--- src/rtl/seg7_pkg.sv ---
// Shared types for the 7-segment scan controller.
package seg7_pkg;
  typedef enum logic [1:0] {S_IDLE, S_SHOW, S_BLANK} scan_state_t;
  localparam int DIGIT_W = 2;
  typedef logic [DIGIT_W-1:0] digit_t;
endpackage

--- src/rtl/seg7_phase_timer.sv ---
// Loadable down-counter; expire_o is high during the last cycle of a phase.
module seg7_phase_timer #(
  parameter int CNT_W = 4
) (
  input  logic             clk,
  input  logic             rst_n,
  input  logic             load_i,
  input  logic [CNT_W-1:0] load_val_i,
  output logic             expire_o
);
  logic [CNT_W-1:0] cnt_q, cnt_d;

  always_comb begin
    cnt_d = cnt_q;
    if (load_i)
      cnt_d = load_val_i;
    else if (cnt_q != '0)
      cnt_d = cnt_q - CNT_W'(1);
  end

  always_ff @(posedge clk or negedge rst_n) begin
    if (!rst_n) cnt_q <= '0;
    else        cnt_q <= cnt_d;
  end

  assign expire_o = (cnt_q == CNT_W'(1));
endmodule

--- src/rtl/seg7_scan_ctrl.sv ---
// Multiplexed scan controller for a common-anode 7-segment display with a
// double-buffered frame. Define SEG7_LZB_EN to enable leading-zero blanking.
module seg7_scan_ctrl
  import seg7_pkg::*;
#(
  parameter int NUM_DIGITS   = 4,
  parameter int REFRESH_DIV  = 50000,
  parameter int BLANK_CYCLES = 16
) (
  input  logic                          clk,
  input  logic                          rst_n,
  input  logic                          enable,
  input  logic                          load,
  input  logic [DIGIT_W*NUM_DIGITS-1:0] data_in,
  output logic [DIGIT_W-1:0]            bcd_out,
  output logic [NUM_DIGITS-1:0]         digit_an,
  output logic                          frame_done
);
  localparam int MAX_PH  = (REFRESH_DIV > BLANK_CYCLES) ? REFRESH_DIV : BLANK_CYCLES;
  localparam int CNT_W   = $clog2(MAX_PH + 1);
  localparam int IDX_W   = $clog2(NUM_DIGITS);
  localparam int FRAME_W = DIGIT_W * NUM_DIGITS;
  localparam logic [CNT_W-1:0] SHOW_LEN  = CNT_W'(REFRESH_DIV);
  localparam logic [CNT_W-1:0] BLANK_LEN = CNT_W'(BLANK_CYCLES);
  localparam logic [IDX_W-1:0] LAST_IDX  = IDX_W'(NUM_DIGITS - 1);

  scan_state_t          state_q, state_d;
  logic [IDX_W-1:0]     idx_q, idx_d, idx_nxt;
  logic [FRAME_W-1:0]   pend_q, pend_d, act_q, act_d;
  logic [NUM_DIGITS-1:0] an_q, an_d;
  digit_t               bcd_q, bcd_d;
  logic                 fd_q, fd_d;
  logic                 t_load, t_expire;
  logic [CNT_W-1:0]     t_val;

  function automatic digit_t digit_of(input logic [FRAME_W-1:0] f,
                                      input logic [IDX_W-1:0] i);
    return f[int'(i)*DIGIT_W +: DIGIT_W];
  endfunction

  // A digit is dark when it and every more significant digit are zero.
  function automatic logic lzb_dark(input logic [FRAME_W-1:0] f,
                                    input logic [IDX_W-1:0] i);
    logic dark;
    dark = 1'b0;
`ifdef SEG7_LZB_EN
    dark = (i != '0);
    for (int j = 0; j < NUM_DIGITS; j++)
      if (j >= int'(i) && f[j*DIGIT_W +: DIGIT_W] != '0) dark = 1'b0;
`endif
    return dark;
  endfunction

  seg7_phase_timer #(.CNT_W(CNT_W)) u_timer (
    .clk        (clk),
    .rst_n      (rst_n),
    .load_i     (t_load),
    .load_val_i (t_val),
    .expire_o   (t_expire)
  );

  always_comb begin
    state_d = state_q;
    idx_d   = idx_q;
    pend_d  = load ? data_in : pend_q;
    act_d   = act_q;
    t_load  = 1'b0;
    t_val   = '0;
    fd_d    = 1'b0;
    idx_nxt = (idx_q == LAST_IDX) ? '0 : idx_q + IDX_W'(1);

    if (!enable) begin
      state_d = S_IDLE;
      idx_d   = '0;
      t_load  = 1'b1;
    end else begin
      case (state_q)
        S_IDLE: begin
          state_d = S_SHOW;
          idx_d   = '0;
          act_d   = pend_q;
          t_load  = 1'b1;
          t_val   = SHOW_LEN;
        end
        S_SHOW: begin
          if (t_expire) begin
            fd_d   = (idx_q == LAST_IDX);
            t_load = 1'b1;
            if (BLANK_CYCLES > 0) begin
              state_d = S_BLANK;
              t_val   = BLANK_LEN;
            end else begin
              idx_d = idx_nxt;
              t_val = SHOW_LEN;
              if (idx_nxt == '0) act_d = pend_q;
            end
          end
        end
        S_BLANK: begin
          if (t_expire) begin
            state_d = S_SHOW;
            idx_d   = idx_nxt;
            t_load  = 1'b1;
            t_val   = SHOW_LEN;
            if (idx_nxt == '0) act_d = pend_q;
          end
        end
        default: state_d = S_IDLE;
      endcase
    end

    // Outputs are registered from the next state so anode and value move together.
    an_d  = '1;
    bcd_d = bcd_q;
    if (state_d == S_SHOW) begin
      bcd_d = digit_of(act_d, idx_d);
      if (!lzb_dark(act_d, idx_d)) an_d[idx_d] = 1'b0;
    end
  end

  always_ff @(posedge clk or negedge rst_n) begin
    if (!rst_n) begin
      state_q <= S_IDLE;
      idx_q   <= '0;
      pend_q  <= '0;
      act_q   <= '0;
      an_q    <= '1;
      bcd_q   <= '0;
      fd_q    <= 1'b0;
    end else begin
      state_q <= state_d;
      idx_q   <= idx_d;
      pend_q  <= pend_d;
      act_q   <= act_d;
      an_q    <= an_d;
      bcd_q   <= bcd_d;
      fd_q    <= fd_d;
    end
  end

  assign digit_an   = an_q;
  assign bcd_out    = bcd_q;
  assign frame_done = fd_q;
endmodule
--- config.mk ---
export PLATFORM = sky130hd
export DESIGN_NAME = seg7_scan_ctrl
export DESIGN_NICKNAME = d
export VERILOG_FILES = /design/src/rtl/seg7_pkg.sv /design/src/rtl/seg7_phase_timer.sv /design/src/rtl/seg7_scan_ctrl.sv
export SDC_FILE = /design/constraint.sdc
export NUM_CORES = 1
export LEC_CHECK = 0
export CORE_ASPECT_RATIO = 1.2
export CORE_MARGIN = 2
export CORE_UTILIZATION = 52
export CTS_CLUSTER_SIZE = 10
export DETAILED_ROUTE_END_ITERATION = 10
export PLACE_DENSITY_LB_ADDON = 0.1
export SYNTH_ARGS = -nofsm -noshare
export SYNTH_HDL_FRONTEND = slang
export SYNTH_SLANG_ARGS = --single-unit
--- constraint.sdc ---
create_clock -name clk -period 2.2 [get_ports clk]
set_input_delay 0.44 -clock clk [delete_from_list [all_inputs] [get_ports clk]]
set_output_delay 0.44 -clock clk [all_outputs]
set_load 0.03 [all_outputs]
==> run metrics, run 1 <==
initial core utilization=53.5%; Skew-Pair Late Insertion Delay=0.30 ns; Worst Setup Slack, final=-0.0231 ns; RSZ-0062 raised after global routing=true; post-synthesis compound-gate area fraction=a little over an eighth; fin area=0.00286 mm²; total track usage=21.5%; Post-synth EDFFs=0; Mapped Avg Cell Area=a little over 10 µm²; Clock transition at path regs=around 0.09 ns; reg-to-reg endpoint=bcd_out[0]; Synth area leaders=dfrtp_1, nor2_1, dfstp_2, ha_1, mux2_2; Post-Synth Adder-Cell Area=about 4.5%; area of the multi-input gates=around 0.0012 mm²; diode count=0; VDD IR max=between 0.5 and 0.6 mV; Synth cell types=48; drc violations=0; root buffer cell=clkbuf_8; FF+latch area=about 0.0011 mm²; Vias/cell=roughly 5.6; Final period util=101%; CTS Buf Count=5; most common cell in the netlist=dfrtp_1; fin nets=approximately 280; first-pass GRT wire length=between 8 and 9 mm; Combinational Power Share=28.0%; synthesized instance count=about 220; P_int=around 1.4 mW; sequential area share after synthesis=between 40% and 50%; FMAX=450 MHz; critical-path cell list=nor4_4 > nand3_4 > o211ai_1 > nand2_4 > and3_2 > o31ai_2 > a41oi_2; vias in the first global route=approximately 1.8k; XOR/XNOR share of the synthesized area=between 5 and 6%; syn nets=between 200 and 250; clk sinks=43; synthesis-to-finish area growth=27.3%; register bit total from synthesis=43; part of the power in registers=46.9%; via count=1778; clock buffer depth=2; crit path max fanout=8; Initial DRT Pass Iterations=4; multiplexer share of the synthesized area=4.02%; Hold Fails Final Rpt=0; commonest cells in the netlist=dfrtp_1, nor2_1, nand2_1; Post-DP Area=0.00265 mm²; starting DRC count in detailed routing=approximately 110; switching share of power=32.0%; simple-gate portion of the synthesized area=a little under a quarter; Worst Setup End Kind=register; initial antenna violation count=0; Avg WL per Cell=approximately 15 µm; CTS tree=done; maximum number of pins on one net before global-route repair=between 40 and 50; Pwr per Cell Area=~710 mW/mm²; Final setup viols=1; failing checks=negative setup slack; Post-Syn Area=~0.0022 mm²; max cap viols=0; CP required=~2.4 ns; Remaining Overflow, GRT=0; H-tree levels=2; # port buffers=18; Slew Viols, Final=0; main combinational cell family by area after synthesis=simple AND/OR/NAND/NOR gates; gpl congestion=around 0.87; Pwr Total=between 2 and 2.5 mW; core area=0.00420 mm²; Switching Power=0.649 mW; clock share of power=approximately 25%; die area=0.00486 mm²; total routed wirelength=between 4 and 5 mm; CP Class=reg2reg; status=finished, violations left; num ports=19; area share of the largest cell type after synthesis=between 40% and 50%; R2R Path Start=u_timer.cnt_q[7]; Worst Tran Pin Value=roughly 0.42 ns; critical path's largest stage delay=around 0.41 ns; reg2reg setup slack=-0.02 ns; slowest CP cell=dfrtp_1; yosys warns=0; Max transition margin=around 72%; Leak Pwr=~1.2 nW; Hold/Removal Path Class=in2async; Clock Skew=about 0.008 ns; Reg2Reg Depth=7; predominant post-synthesis flop cell=dfrtp_1; final core occ=around two thirds; Die X=~64 µm; Arr. time, crit path=approximately 2.4 ns; top cell type by total area after synthesis=dfrtp_1; hold_buf cts=0; asr flop ratio synth=between 90% and 100%; min cycle time layout=between 2 and 2.5 ns; floorplan row count=26; filler instances=roughly 310; hpwl dp=3.54 mm; Startpoint Class=register; ANT nets after route=0; Die H=76.0 µm; Hold Slack=~0.099 ns; share of layout cells above drive strength 1=approximately 28%
[cells in the final DEF (no fill, tap or decap), types with 2 or more instances in the layout]
cell type        instances
clkbuf_8                 5
and3_1                   2
nor2_1                  29
or3_1                    2
a21oi_1                  5
buf_4                   24
mux2_2                   8
nand3_1                  5
clkinvlp_4               2
a21oi_2                  3
nor3_1                   6
a22o_2                   2
dfstp_2                  4
nand3_4                  2
and3_2                   3
xnor2_1                 10
and2_1                   2
o21a_1                   7
inv_1                    6
ha_1                     6
clkdlybuf4s50_1         17
o21ai_0                  4
a22o_1                   6
nor4_1                   5
nor2b_1                  2
xor2_1                   4
buf_12                   2
o31ai_1                  2
nand2_1                 17
dfrtp_1                 39
[power by group through the flow]
stage               logic, mW  clock network, mW  registers [mW]
floorplan               0.336                  0           0.963
global placement        0.523                  0           0.958
detailed placement      0.545                  0           0.960
CTS                     0.551              0.525           0.945
global route            0.625              0.566           0.963
finish                  0.568              0.509           0.953
[logic make-up (layout without fill, tap and decap cells)]
group,after synthesis,count (layout)
compound gates,40,40
xor+xnor,14,14
fa+ha+maj,8,8
buf+inv,12,59
flops,43,43
mux,8,8
simple gates,91,91
[worst max-delay path: cells and delay by family (launching register included)]
| family | cells | cell delay [ns] |
|---|---|---|
| flip-flops | 1 | 0.41 |
| AO/OA/AOI/OAI | 3 | 0.82 |
| AND/OR/NAND/NOR | 4 | 0.87 |
[metal layers]
layer	vias to the layer above	routed length, µm	global-route usage, %	part of all wire (%)
li1	865	-	-	-
met1	868	1980	23.8	41
met2	33	2620	39.7	54
met3	12	149	4.75	3.1
met4	0	111	7.39	2.3
met5	-	0	0	0
[state kept, by name, indices dropped and copies added, names as in the netlist]
signal and cells:
act_q 8, bcd_out 2, digit_an 4, frame_done 1, idx_q 2, pend_q 8, state_q 2, u_timer.cnt_q 16
[cell type report]
cell class	count	share of cell area [%]
Clock buffer	5	2.41
Clock inverter	3	0.832
Inverter	7	0.920
Multi-Input combinational cell	161	41.7
Sequential cell	43	37.8
Tap cell	56	2.45
Timing Repair Buffer	44	13.8
[worst max-delay path by stage]
stage                           startpoint  cells after the start          to  slack, ns
after global routing      u_timer.cnt_q[0]                     10  bcd_out[1]      -0.17
after CTS                 u_timer.cnt_q[1]                      9  bcd_out[0]       0.02
final                     u_timer.cnt_q[7]                      7  bcd_out[0]      -0.02
after detailed placement  u_timer.cnt_q[1]                      9  bcd_out[0]      -0.01
after floorplan           u_timer.cnt_q[1]                     10  bcd_out[0]       0.06
after global placement    u_timer.cnt_q[7]                      7  bcd_out[1]       0.11
[metrics by stage]
step,TNS (ns),worst slack (ns),instances
after CTS,0,0.0160,315
after detailed placement,-0.0102,-0.0102,306
after floorplan,0,0.0552,216
final,-0.0231,-0.0231,319
after global placement,0,0.109,306
after global routing,-0.543,-0.165,319
[what timing repair did]
item / in CTS / in global routing
setup endpoints to repair: 1 / 8
pin swaps: 1 / 5
buffers inserted: 1 / 4
gates resized for setup: 1 / 14
No activity file was read; power rests on OpenSTA's default activity.
==> run 2, diff against run 1 <==
ABC_CLOCK_PERIOD_IN_PS = 2200   (was unset)
TNS_END_PERCENT = 20   (was unset)
==> run 2 against run 1 <==
  * The run still ends with negative setup slack left
  * Final area decreased by 1.1%
  * Non-clock buffer count is 2 lower
  * Routed wire length decreased by 0.72%
  * Global-route usage is the same
  * Register-to-register slack better by 0.02 ns
  * Sequential share of layout area increased by 0.44 points
  * Core utilization shrank 0.78 points
  * Sequential power about the same
  * Clock power rose by 1%
  * Sequential cell count stayed put
  * Largest cell class unchanged
  * Largest power group unchanged
==> run metrics, run 2 (synthesis gave the netlist of run 1 again) <==
status=finished, violations left (unchanged); failing checks=negative setup slack (unchanged); Post-DP Area=0.00265 mm² (unchanged); # port buffers=18 (unchanged); initial antenna violation count=0 (unchanged); CP required=2.37 ns (about the same); Reg2Reg Depth=9 (was 7); hpwl dp=3.54 mm (unchanged); Place WS=-0.0102 ns (unchanged); Slew Viols, Final=0 (unchanged); root buffer cell=clkbuf_8 (unchanged); filler instances=316 (was 309); Worst Setup Slack, final=-0.000697 ns (was -0.0231 ns); R2R Path Start=u_timer.cnt_q[1] (was u_timer.cnt_q[7]); Final period util=100% (was 101%); Arr. time, crit path=2.37 ns (was 2.39 ns); num ports=19 (unchanged); clock buffer depth=2 (unchanged); Avg WL per Cell=15.2 µm (about the same); Die H=76.0 µm (unchanged); critical-path cell list=inv_2 > ha_2 > nor3b_4 > nand3_4 > o211ai_1 > nand2_4 > and3_2 > o31ai_2 > a41oi_1 (was nor4_4 > nand3_4 > o211ai_1 > nand2_4 > and3_2 > o31ai_2 > a41oi_2); Top reg by flops=u_timer.cnt_q (unchanged); Skew-Pair Late Insertion Delay=0.30 ns (about the same); critical path's largest stage delay=0.41 ns (about the same); total routed wirelength=4.83 mm (was 4.86 mm); drc violations=0 (unchanged); placed cells=306 (unchanged); Final setup viols=1 (unchanged); CTS Buf Count=5 (unchanged); floorplan row count=26 (unchanged); CTS tree=done (unchanged); starting DRC count in detailed routing=54 (was 108); slowest CP cell=dfrtp_1 (unchanged); VDD IR max=0.504 mV (was 0.505 mV); max cap viols=0 (unchanged); Non-Filler Instances=317 (was 319); Max transition margin=71.8% (about the same); via count=1757 (was 1778); maximum number of pins on one net before global-route repair=44 (unchanged); hold_buf cts=0 (unchanged); Die X=64.0 µm (unchanged); most frequent cells in the layout=dfrtp_1, nor2_1, buf_4, nand2_1, clkdlybuf4s50_1 (unchanged); core area=0.00420 mm² (unchanged); gpl congestion=0.865 (unchanged); Hold Fails Final Rpt=0 (unchanged); first-pass GRT wire length=8.23 mm (unchanged); diode count=0 (unchanged); fin nets=280 (was 282); initial core utilization=53.5% (unchanged); crit path max fanout=6 (was 8); H-tree levels=2 (unchanged); total track usage=21.5% (unchanged); Worst Setup End Kind=register (unchanged); FMAX=454 MHz (was 450 MHz); min cycle time layout=2.20 ns (was 2.22 ns); clk sinks=43 (unchanged); fin area=0.00282 mm² (was 0.00286 mm²); die area=0.00486 mm² (unchanged); Pwr per Cell Area=719 mW/mm² (was 711 mW/mm²); ANT nets after route=0 (unchanged); Worst Tran Pin Value=0.420 ns (was 0.419 ns); reg2reg setup slack=-0.0007 ns (was -0.02 ns); Largest regs=u_timer.cnt_q: 16 flops, act_q: 8 flops, pend_q: 8 flops (unchanged); Clock transition at path regs=0.09 ns (about the same); share of layout cells above drive strength 1=27.2% (was 28.1%); Leak Pwr=1.21 nW (was 1.23 nW); max reg flops=16 (unchanged); CP Class=reg2reg (unchanged); vias in the first global route=1847 (unchanged); Remaining Overflow, GRT=0 (unchanged); Vias/cell=5.54 (was 5.57); synthesis-to-finish area growth=25.9% (was 27.3%); setup total negative slack=-0.000697 ns (was -0.0231 ns); Clock Skew=0.00828 ns (was 0.00803 ns); reg-to-reg endpoint=bcd_out[0] (unchanged); Startpoint Class=register (unchanged); Hold/Removal Path Class=in2async (unchanged); RSZ-0062 raised after global routing=true (unchanged); commonest non-fill, non-tap cell in the layout=dfrtp_1 (unchanged); Initial DRT Pass Iterations=4 (unchanged)
-- run 2: changes by cell type in the layout (fill, tap and decap cells not counted) --
cell and change:
a41oi_2 -1, buf_4 -2, ha_2 +1, ha_4 -1
a41oi_1 +1
-- run 2: per-stage QoR --
| step | util [%] | hold slack, ns | total power, mW |
|---|---|---|---|
| floorplan | - | 0.144 | 1.30 |
| global placement | 63.2 | 0.423 | 1.48 |
| detailed placement | 63.2 | 0.431 | 1.51 |
| CTS | 65.7 | 0.104 | 2.02 |
| global route | 67.3 | 0.101 | 2.15 |
| finish | 67.3 | 0.0964 | 2.03 |
-- run 2: timing repair --
item / CTS / global route
buffers inserted: 1 / 2
pin swaps: 1 / 5
gates resized for setup: 1 / 12
endpoints found under the setup margin: 1 / 8
-- run 2: area by class of cell --
cell class | count | area (µm²) | share of cell area, %
flip-flops and latches | 43 | 1080 | 38.3
clock buffers | 5 | 68.8 | 2.44
inverters | 7 | 26.3 | 0.930
multi-input cells | 161 | 1170 | 41.6
well taps | 56 | 70.1 | 2.48
clock inverters | 3 | 23.8 | 0.842
repair buffers | 42 | 380 | 13.5
-- run 2: worst max-delay path: cells and delay by family (launching register included) --
family          cells  cell delay [ns]
compound gates      3             0.74
fa+ha+maj           1             0.15
buf+inv             1             0.07
flops               1             0.41
simple gates        4             0.71
-- run 2: worst max path at each step --
stage,startpoint,endpoint,slack [ns],cells past startpoint
floorplan,u_timer.cnt_q[1],bcd_out[0],0.06,10
global placement,u_timer.cnt_q[7],bcd_out[1],0.11,7
detailed placement,u_timer.cnt_q[1],bcd_out[0],-0.01,9
CTS,u_timer.cnt_q[1],bcd_out[0],0.02,9
global route,u_timer.cnt_q[1],bcd_out[0],-0.13,11
finish,u_timer.cnt_q[1],bcd_out[0],-0.0007,9
-- run 2: where the power goes --
part           switching [mW]  internal [mW]  leakage [nW]
Clock                   0.288          0.227        0.0408
Combinational           0.287          0.277         0.634
Sequential             0.0763          0.875         0.537
-- run 2: routing by layer --
| metal | up-vias | GRT usage [%] | wire length, µm | share of wire [%] |
|---|---|---|---|---|
| li1 | 860 | - | - | - |
| met1 | 854 | 23.8 | 1950 | 40 |
| met2 | 33 | 39.7 | 2640 | 55 |
| met3 | 10 | 4.75 | 141 | 2.9 |
| met4 | 0 | 7.39 | 93 | 1.9 |
| met5 | - | 0 | 0 | 0 |
